===== src/rtl/mem_access_unit.sv =====
// MEM pipeline stage: valid/ready data-bus access with lane alignment, CP0 interrupt/exception redirect, WB output register.
// Optional build macro MEM_MISALIGN_CHK_EN raises EXC_ADEL/EXC_ADES on misaligned loads/stores instead of issuing them.
module mem_access_unit #(
    parameter int unsigned      DATA_W     = 32,
    parameter int unsigned      ADDR_W     = 32,
    parameter int unsigned      EXC_W      = 5,
    parameter logic [31:0]      EXC_VECTOR = 32'hbfc0_0380,
    parameter logic [EXC_W-1:0] EXC_INT    = EXC_W'(5'h10),
    parameter logic [EXC_W-1:0] EXC_ERET   = EXC_W'(5'h0e),
    parameter logic [EXC_W-1:0] EXC_ADEL   = EXC_W'(5'h04),
    parameter logic [EXC_W-1:0] EXC_ADES   = EXC_W'(5'h05)
) (
    input  logic                clk,
    input  logic                rst_n,
    input  logic                in_valid,
    output logic                in_ready,
    input  logic [31:0]         in_pc,
    input  logic [ADDR_W-1:0]   in_addr,
    input  logic [DATA_W-1:0]   in_wdata,
    input  logic [1:0]          in_size,
    input  logic                in_load,
    input  logic                in_store,
    input  logic                in_signed,
    input  logic                in_rf_we,
    input  logic [4:0]          in_rf_waddr,
    input  logic [DATA_W-1:0]   in_result,
    input  logic [EXC_W-1:0]    in_exc,
    input  logic [31:0]         cp0_status,
    input  logic [31:0]         cp0_cause,
    input  logic [31:0]         cp0_epc,
    output logic                dreq_valid,
    input  logic                dreq_ready,
    output logic                dreq_we,
    output logic [ADDR_W-1:0]   dreq_addr,
    output logic [DATA_W/8-1:0] dreq_wstrb,
    output logic [DATA_W-1:0]   dreq_wdata,
    input  logic                drsp_valid,
    input  logic [DATA_W-1:0]   drsp_rdata,
    output logic                out_valid,
    input  logic                out_ready,
    output logic [31:0]         out_pc,
    output logic                out_rf_we,
    output logic [4:0]          out_rf_waddr,
    output logic [DATA_W-1:0]   out_rf_wdata,
    output logic [EXC_W-1:0]    out_exc,
    output logic                flush,
    output logic [31:0]         new_pc,
    output logic                stall_req
);
    localparam int unsigned STRB_W = DATA_W / 8;
    localparam int unsigned LANE_W = $clog2(STRB_W);

    // state  | meaning
    // S_IDLE | accepting from EX, output register free or draining
    // S_REQ  | bus request presented, waiting for dreq_ready
    // S_WAIT | request taken, waiting for drsp_valid (data or store ack)
    localparam logic [1:0] S_IDLE = 2'd0;
    localparam logic [1:0] S_REQ  = 2'd1;
    localparam logic [1:0] S_WAIT = 2'd2;

    logic [1:0]        state_q, state_d;
    logic              ready_en_q;
    logic              dreq_valid_q, dreq_we_q;
    logic [ADDR_W-1:0] dreq_addr_q;
    logic [STRB_W-1:0] dreq_wstrb_q;
    logic [DATA_W-1:0] dreq_wdata_q;
    logic [31:0]       p_pc_q;
    logic              p_rf_we_q, p_load_q, p_signed_q;
    logic [4:0]        p_waddr_q;
    logic [LANE_W-1:0] p_lane_q;
    logic [1:0]        p_size_q;
    logic [DATA_W-1:0] p_result_q;
    logic              out_valid_q, out_rf_we_q, flush_q;
    logic [31:0]       out_pc_q, new_pc_q;
    logic [4:0]        out_rf_waddr_q;
    logic [DATA_W-1:0] out_rf_wdata_q;
    logic [EXC_W-1:0]  out_exc_q;

    logic [1:0]        size_eff;
    logic [LANE_W-1:0] lane_raw, lane_mask, lane_eff;
    logic [STRB_W-1:0] size_strb;
    logic [7:0]        ip, im;
    logic              int_pend, accept, access;
    logic [EXC_W-1:0]  exc_fin;
    logic [DATA_W-1:0] rsh, keep, ld_data;
    logic              sbit;

    assign size_eff = (DATA_W == 32 && in_size == 2'd3) ? 2'd2 : in_size;
    assign lane_raw = in_addr[LANE_W-1:0];

    always_comb begin
        size_strb = '0;
        lane_mask = '1;
        case (size_eff)
            2'd0:    begin size_strb = STRB_W'(8'h01); lane_mask = '1;                end
            2'd1:    begin size_strb = STRB_W'(8'h03); lane_mask = ~LANE_W'(1);       end
            2'd2:    begin size_strb = STRB_W'(8'h0f); lane_mask = ~LANE_W'(3);       end
            default: begin size_strb = STRB_W'(8'hff); lane_mask = ~LANE_W'(7);       end
        endcase
    end
    // Dropping the sub-size lane bits makes a misaligned access behave as the aligned one.
    assign lane_eff = lane_raw & lane_mask;

    assign ip       = {cp0_cause[15] | cp0_cause[30], cp0_cause[14:8]};
    assign im       = cp0_status[15:8];
    assign int_pend = (in_exc == '0) && !cp0_status[1] && cp0_status[0] && (|(ip & im));

`ifdef MEM_MISALIGN_CHK_EN
    logic misalign;
    assign misalign = |(lane_raw & ~lane_mask);
    always_comb begin
        exc_fin = in_exc;
        if (int_pend)
            exc_fin = EXC_INT;
        else if (in_exc == '0 && misalign && in_load)
            exc_fin = EXC_ADEL;
        else if (in_exc == '0 && misalign && in_store)
            exc_fin = EXC_ADES;
    end
`else
    logic unused_cfg;
    assign unused_cfg = ^{EXC_ADEL, EXC_ADES};
    assign exc_fin    = int_pend ? EXC_INT : in_exc;
`endif

    assign in_ready = ready_en_q && (state_q == S_IDLE) && (!out_valid_q || out_ready);
    assign accept   = in_valid && in_ready;
    assign access   = (in_load || in_store) && (exc_fin == '0);

    assign rsh = drsp_rdata >> {p_lane_q, 3'b000};
    always_comb begin
        keep = '1;
        sbit = 1'b0;
        case (p_size_q)
            2'd0:    begin keep = DATA_W'(64'hff);        sbit = rsh[7];  end
            2'd1:    begin keep = DATA_W'(64'hffff);      sbit = rsh[15]; end
            2'd2:    begin keep = DATA_W'(64'hffff_ffff); sbit = rsh[31]; end
            default: begin keep = '1;                     sbit = 1'b0;    end
        endcase
        ld_data = (rsh & keep) | ((p_signed_q && sbit) ? ~keep : '0);
    end

    always_comb begin
        state_d = state_q;
        case (state_q)
            S_IDLE:  if (accept && access) state_d = S_REQ;
            S_REQ:   if (dreq_ready)       state_d = S_WAIT;
            S_WAIT:  if (drsp_valid)       state_d = S_IDLE;
            default:                       state_d = S_IDLE;
        endcase
    end

    always_ff @(posedge clk or negedge rst_n) begin
        if (!rst_n) begin
            state_q        <= S_IDLE;
            ready_en_q     <= 1'b0;
            dreq_valid_q   <= 1'b0;
            dreq_we_q      <= 1'b0;
            dreq_addr_q    <= '0;
            dreq_wstrb_q   <= '0;
            dreq_wdata_q   <= '0;
            p_pc_q         <= '0;
            p_rf_we_q      <= 1'b0;
            p_load_q       <= 1'b0;
            p_signed_q     <= 1'b0;
            p_waddr_q      <= '0;
            p_lane_q       <= '0;
            p_size_q       <= '0;
            p_result_q     <= '0;
            out_valid_q    <= 1'b0;
            out_pc_q       <= '0;
            out_rf_we_q    <= 1'b0;
            out_rf_waddr_q <= '0;
            out_rf_wdata_q <= '0;
            out_exc_q      <= '0;
            flush_q        <= 1'b0;
            new_pc_q       <= '0;
        end else begin
            state_q    <= state_d;
            ready_en_q <= 1'b1;
            flush_q    <= 1'b0;
            if (out_valid_q && out_ready)
                out_valid_q <= 1'b0;
            case (state_q)
                S_IDLE: if (accept) begin
                    if (access) begin
                        dreq_valid_q <= 1'b1;
                        dreq_we_q    <= in_store && !in_load;
                        dreq_addr_q  <= {in_addr[ADDR_W-1:LANE_W], {LANE_W{1'b0}}};
                        dreq_wstrb_q <= size_strb << lane_eff;
                        dreq_wdata_q <= in_wdata << {lane_eff, 3'b000};
                        p_pc_q       <= in_pc;
                        p_rf_we_q    <= in_rf_we;
                        p_load_q     <= in_load;
                        p_signed_q   <= in_signed;
                        p_waddr_q    <= in_rf_waddr;
                        p_lane_q     <= lane_eff;
                        p_size_q     <= size_eff;
                        p_result_q   <= in_result;
                    end else begin
                        out_valid_q    <= 1'b1;
                        out_pc_q       <= in_pc;
                        out_rf_we_q    <= in_rf_we && (exc_fin == '0);
                        out_rf_waddr_q <= in_rf_waddr;
                        out_rf_wdata_q <= in_result;
                        out_exc_q      <= exc_fin;
                        if (exc_fin != '0) begin
                            flush_q  <= 1'b1;
                            new_pc_q <= (exc_fin == EXC_ERET) ? cp0_epc : EXC_VECTOR;
                        end
                    end
                end
                S_REQ: if (dreq_ready)
                    dreq_valid_q <= 1'b0;
                S_WAIT: if (drsp_valid) begin
                    out_valid_q    <= 1'b1;
                    out_pc_q       <= p_pc_q;
                    out_rf_we_q    <= p_rf_we_q;
                    out_rf_waddr_q <= p_waddr_q;
                    out_rf_wdata_q <= p_load_q ? ld_data : p_result_q;
                    out_exc_q      <= '0;
                end
                default: ;
            endcase
        end
    end

    logic unused_cp0;
    assign unused_cp0 = ^{cp0_status[31:16], cp0_status[7:2], cp0_cause[31], cp0_cause[29:16], cp0_cause[7:0]};

    assign dreq_valid   = dreq_valid_q;
    assign dreq_we      = dreq_we_q;
    assign dreq_addr    = dreq_addr_q;
    assign dreq_wstrb   = dreq_wstrb_q;
    assign dreq_wdata   = dreq_wdata_q;
    assign out_valid    = out_valid_q;
    assign out_pc       = out_pc_q;
    assign out_rf_we    = out_rf_we_q;
    assign out_rf_waddr = out_rf_waddr_q;
    assign out_rf_wdata = out_rf_wdata_q;
    assign out_exc      = out_exc_q;
    assign flush        = flush_q;
    assign new_pc       = new_pc_q;
    assign stall_req    = (state_q != S_IDLE);

endmodule


===== config.mk =====
export PLATFORM = sky130hd
export DESIGN_NAME = mem_access_unit
export DESIGN_NICKNAME = d
export VERILOG_FILES = /design/src/rtl/mem_access_unit.sv
export SDC_FILE = /design/constraint.sdc
export NUM_CORES = 1
export LEC_CHECK = 0
export BUFFER_PORTS_ARGS = -buffer_cell sky130_fd_sc_hd__buf_2
export CAP_MARGIN = 20
export CORE_ASPECT_RATIO = 2
export CORE_MARGIN = 1
export CORE_UTILIZATION = 30
export CTS_CLUSTER_DIAMETER = 150
export DETAILED_ROUTE_END_ITERATION = 7
export PLACE_DENSITY_LB_ADDON = 0.12
export RECOVER_POWER = 100
export SYNTH_ARGS = -nofsm -noshare
export SYNTH_HDL_FRONTEND = slang
export SYNTH_SLANG_ARGS = --single-unit

===== constraint.sdc =====
create_clock -name clk -period 2.05 [get_ports clk]
set_clock_uncertainty 0.05 [all_clocks]
set_input_delay 0.5125 -clock clk [delete_from_list [all_inputs] [get_ports clk]]
set_output_delay 0.5125 -clock clk [all_outputs]
set_load 0.01 [all_outputs]

==> results.ini <==
[critical_path]
start_kind=input pin
startpoint=cp0_cause[8]
path_class=in2reg
reg2reg_depth=6
cpLargestDelayFamily=buffers and inverters
max_stage_delay_ns=0.38
r2r_slack_ns=-0.07
end_kind=flop
critPathArrivalTime_ns=2.52
path_buf_inv=5
r2r-end=out_rf_wdata[17]$_DFFE_PN0P_
critical_path_required_ns=2.44
cp_max_fo=7
cp_slowest_cell=a222oi_1
path_cells=buf_2 > a222oi_1 > clkbuf_1 > o2111ai_4 > nor3_1 > buf_12 > bufbuf_16 > buf_4 > mux2_2
r2r_start=p_lane_q[1]$_DFFE_PN0P_

[synthesis]
ys_types=52
yosys.area_share.adder_pct=0
synth_flop_cell=dfrtp_1
muxShareOfSynthArea_pct=22.6
async_reset_ff_share_pct=100
synth_area_mm2=0.0117
synth_compound_area_share_pct=9.45
syn_avg_cell_area_um2=11.6
synth_cells=1008
synth_edf_count=0
yosysSeqAreaShare_pct=54.6
synth_top_family_by_area=multiplexers
synth_warnings=0
ys_seq_elements=256
synth-xor-area-share_pct=0
synth-simple-area-share_pct=10.1

[floorplanning]
dieArea_mm2=0.0400
row_count=102
start_util_pct=30.4
ios=459
die_x_um=142
die_y_um=282
core_area_mm2=0.0387

[place]
gp_congestion=0.788
place_inst=1956
io_buffers=411
dp_hpwl_um=29800

[sta]
rsz0062_at_grt=true
maxSlewViolCount=0
setup_violations=116
slew_headroom_pct=10.3
min_period_over_period_pct=104
fmax_mhz=470
fin_crit_ns=2.13
tightestPinTransition_ns=1.34
fin_hold_ws_ns=0.124
finalHoldViolations=0
setup_slack_ns=-0.0781

[cts]
cts_buffers=27
h-tree-depth=1
clock_latency_ns=0.55
clk_pin_slew_ns=0.07
cts-root-buf=clkbuf_16
clock_sinks=256
clockBufferDepth=3
cts_tree=built

[drt]
drc=0
viasPerCell=4.71
drtPass1Iterations=5
drtAntennaViolNets=0
vias=9518
wl_per_cell_um=20.0
first_iter_violations=265
wirelength_um=40400

[layout]
synthToLayoutAreaGrowth_pct=38.0
multi_input_area_mm2=0.00537
n_fill_cell=3925
seq_area_mm2=0.00641
drive_above_1_share_pct=39.9
final_util_pct=41.9
final_common_cell=dfrtp_1
layout.cells.non_filler=2020
nets=1757
mostFrequentLayoutCells=dfrtp_1, buf_2, clkbuf_1

[global_routing]
antenna_found_initial=8
grt_pass1_vias=9904
gr-total-overflow=0
grt_max_degree=54
grt_first_pass_wirelength_um=59000
grtUsageTotal_pct=19.5

[worst_hold_path]
whs_endpoint=new_pc[28]$_DFFE_PN0P_
holdPathStages=2
hold_class=in2reg
worstHoldStart=cp0_epc[28]

[outcome]
violations=negative setup slack
status=finished, violations left

[power_and_ir_drop]
power_density_mw_per_mm2=807
p_leak_nw=7.60
ir_drop_uv=778

[flow_run]
drv_cap=0

## registers in the layout (all words and copies together), names as in the netlist, 2 cells and up
register,flops
dreq_addr,30
dreq_wdata,32
dreq_wstrb,4
new_pc,32
out_exc,5
out_pc,32
out_rf_waddr,5
out_rf_wdata,32
p_lane_q,2
p_pc_q,32
p_result_q,32
p_size_q,2
p_waddr_q,5
state_q,2
## repair_timing
item | in CTS | in global routing
hold buffers | 1 | 0
gates cloned | 2 | 1
setup buffers | 7 | 4
pin swaps | 7 | 7
endpoints found under the hold margin | 33 | 0
setup endpoints to repair | 124 | 43
resized for setup | 24 | 39
## per-layer routing
metal	global-route usage [%]	wire length [um]	part of all wire (%)
met1	21.2	14700	36
met2	36.0	21600	54
met3	4.64	2510	6.2
met4	7.94	1450	3.6
met5	0	53	0.13
## final cells by class
class	count	share of cell area [%]
Antenna cell	3	0.0463
Inverter	17	0.394
Tap cell	520	4.02
Clock buffer	37	4.71
Clock inverter	10	0.487
Multi-Input combinational cell	668	33.1
Timing Repair Buffer	509	17.7
Sequential cell	256	39.6
## Yosys cell counts (12+ instances only)
cell	instances	area, um^2
dfrtp_1	256	6410
a22o_1	25	219
mux2_1	39	439
nand3_1	12	60.1
clkbuf_1	27	101
nor2_1	24	90.1
mux2_2	148	1670
a21oi_1	46	230
nor3b_1	16	120
o21ai_0	31	155
buf_2	27	135
o22a_1	12	105
inv_1	17	63.8
nor2b_1	12	75.1
mux2i_1	52	521
nand2_1	168	631
## power by group
| part | leakage (nW) | switching (W) | internal [W] | total (W) |
|---|---|---|---|---|
| clock network | 0.425 | 0.00210 | 0.00271 | 0.00482 |
| logic | 3.91 | 0.00122 | 0.00109 | 0.00231 |
| registers | 3.26 | 0.000312 | 0.00564 | 0.00595 |
## metrics by stage
step | TNS [ns] | power (W) | setup WS, ns | instance area [um^2]
2_1_floorplan | -20.05 | 0.00713 | -0.180 | 11900
3_3_place_gp | -118.34 | 0.00838 | -0.595 | 15200
3_5_place_dp | -121.61 | 0.00842 | -0.622 | 15200
4_1_cts | -0.155 | 0.0134 | -0.0539 | 16300
5_1_grt | -15.08 | 0.0137 | -0.122 | 16200
6_report | -4.22 | 0.0131 | -0.0781 | 16200
## cells by family (layout without fill, tap and decap cells)
kind of cell	after synthesis	in the layout
other cells	2	6
buf+inv	85	573
flops	256	256
mux	240	240
compound gates	163	163
simple gates	262	262
## worst max path at each step
stage / to / slack [ns] / cells after the start
5_1_grt: out_rf_wdata[14]$_DFFE_PN0P_ / -0.12 / 5
3_3_place_gp: dreq_wdata[10]$_DFFE_PN0P_ / -0.59 / 8
6_report: p_pc_q[31]$_DFFE_PN0P_ / -0.08 / 9
2_1_floorplan: dreq_addr[10]$_DFFE_PN0P_ / -0.18 / 6
4_1_cts: out_rf_wdata[17]$_DFFE_PN0P_ / -0.05 / 6
3_5_place_dp: dreq_wdata[10]$_DFFE_PN0P_ / -0.62 / 8
Power figures use the tool's default switching activity.
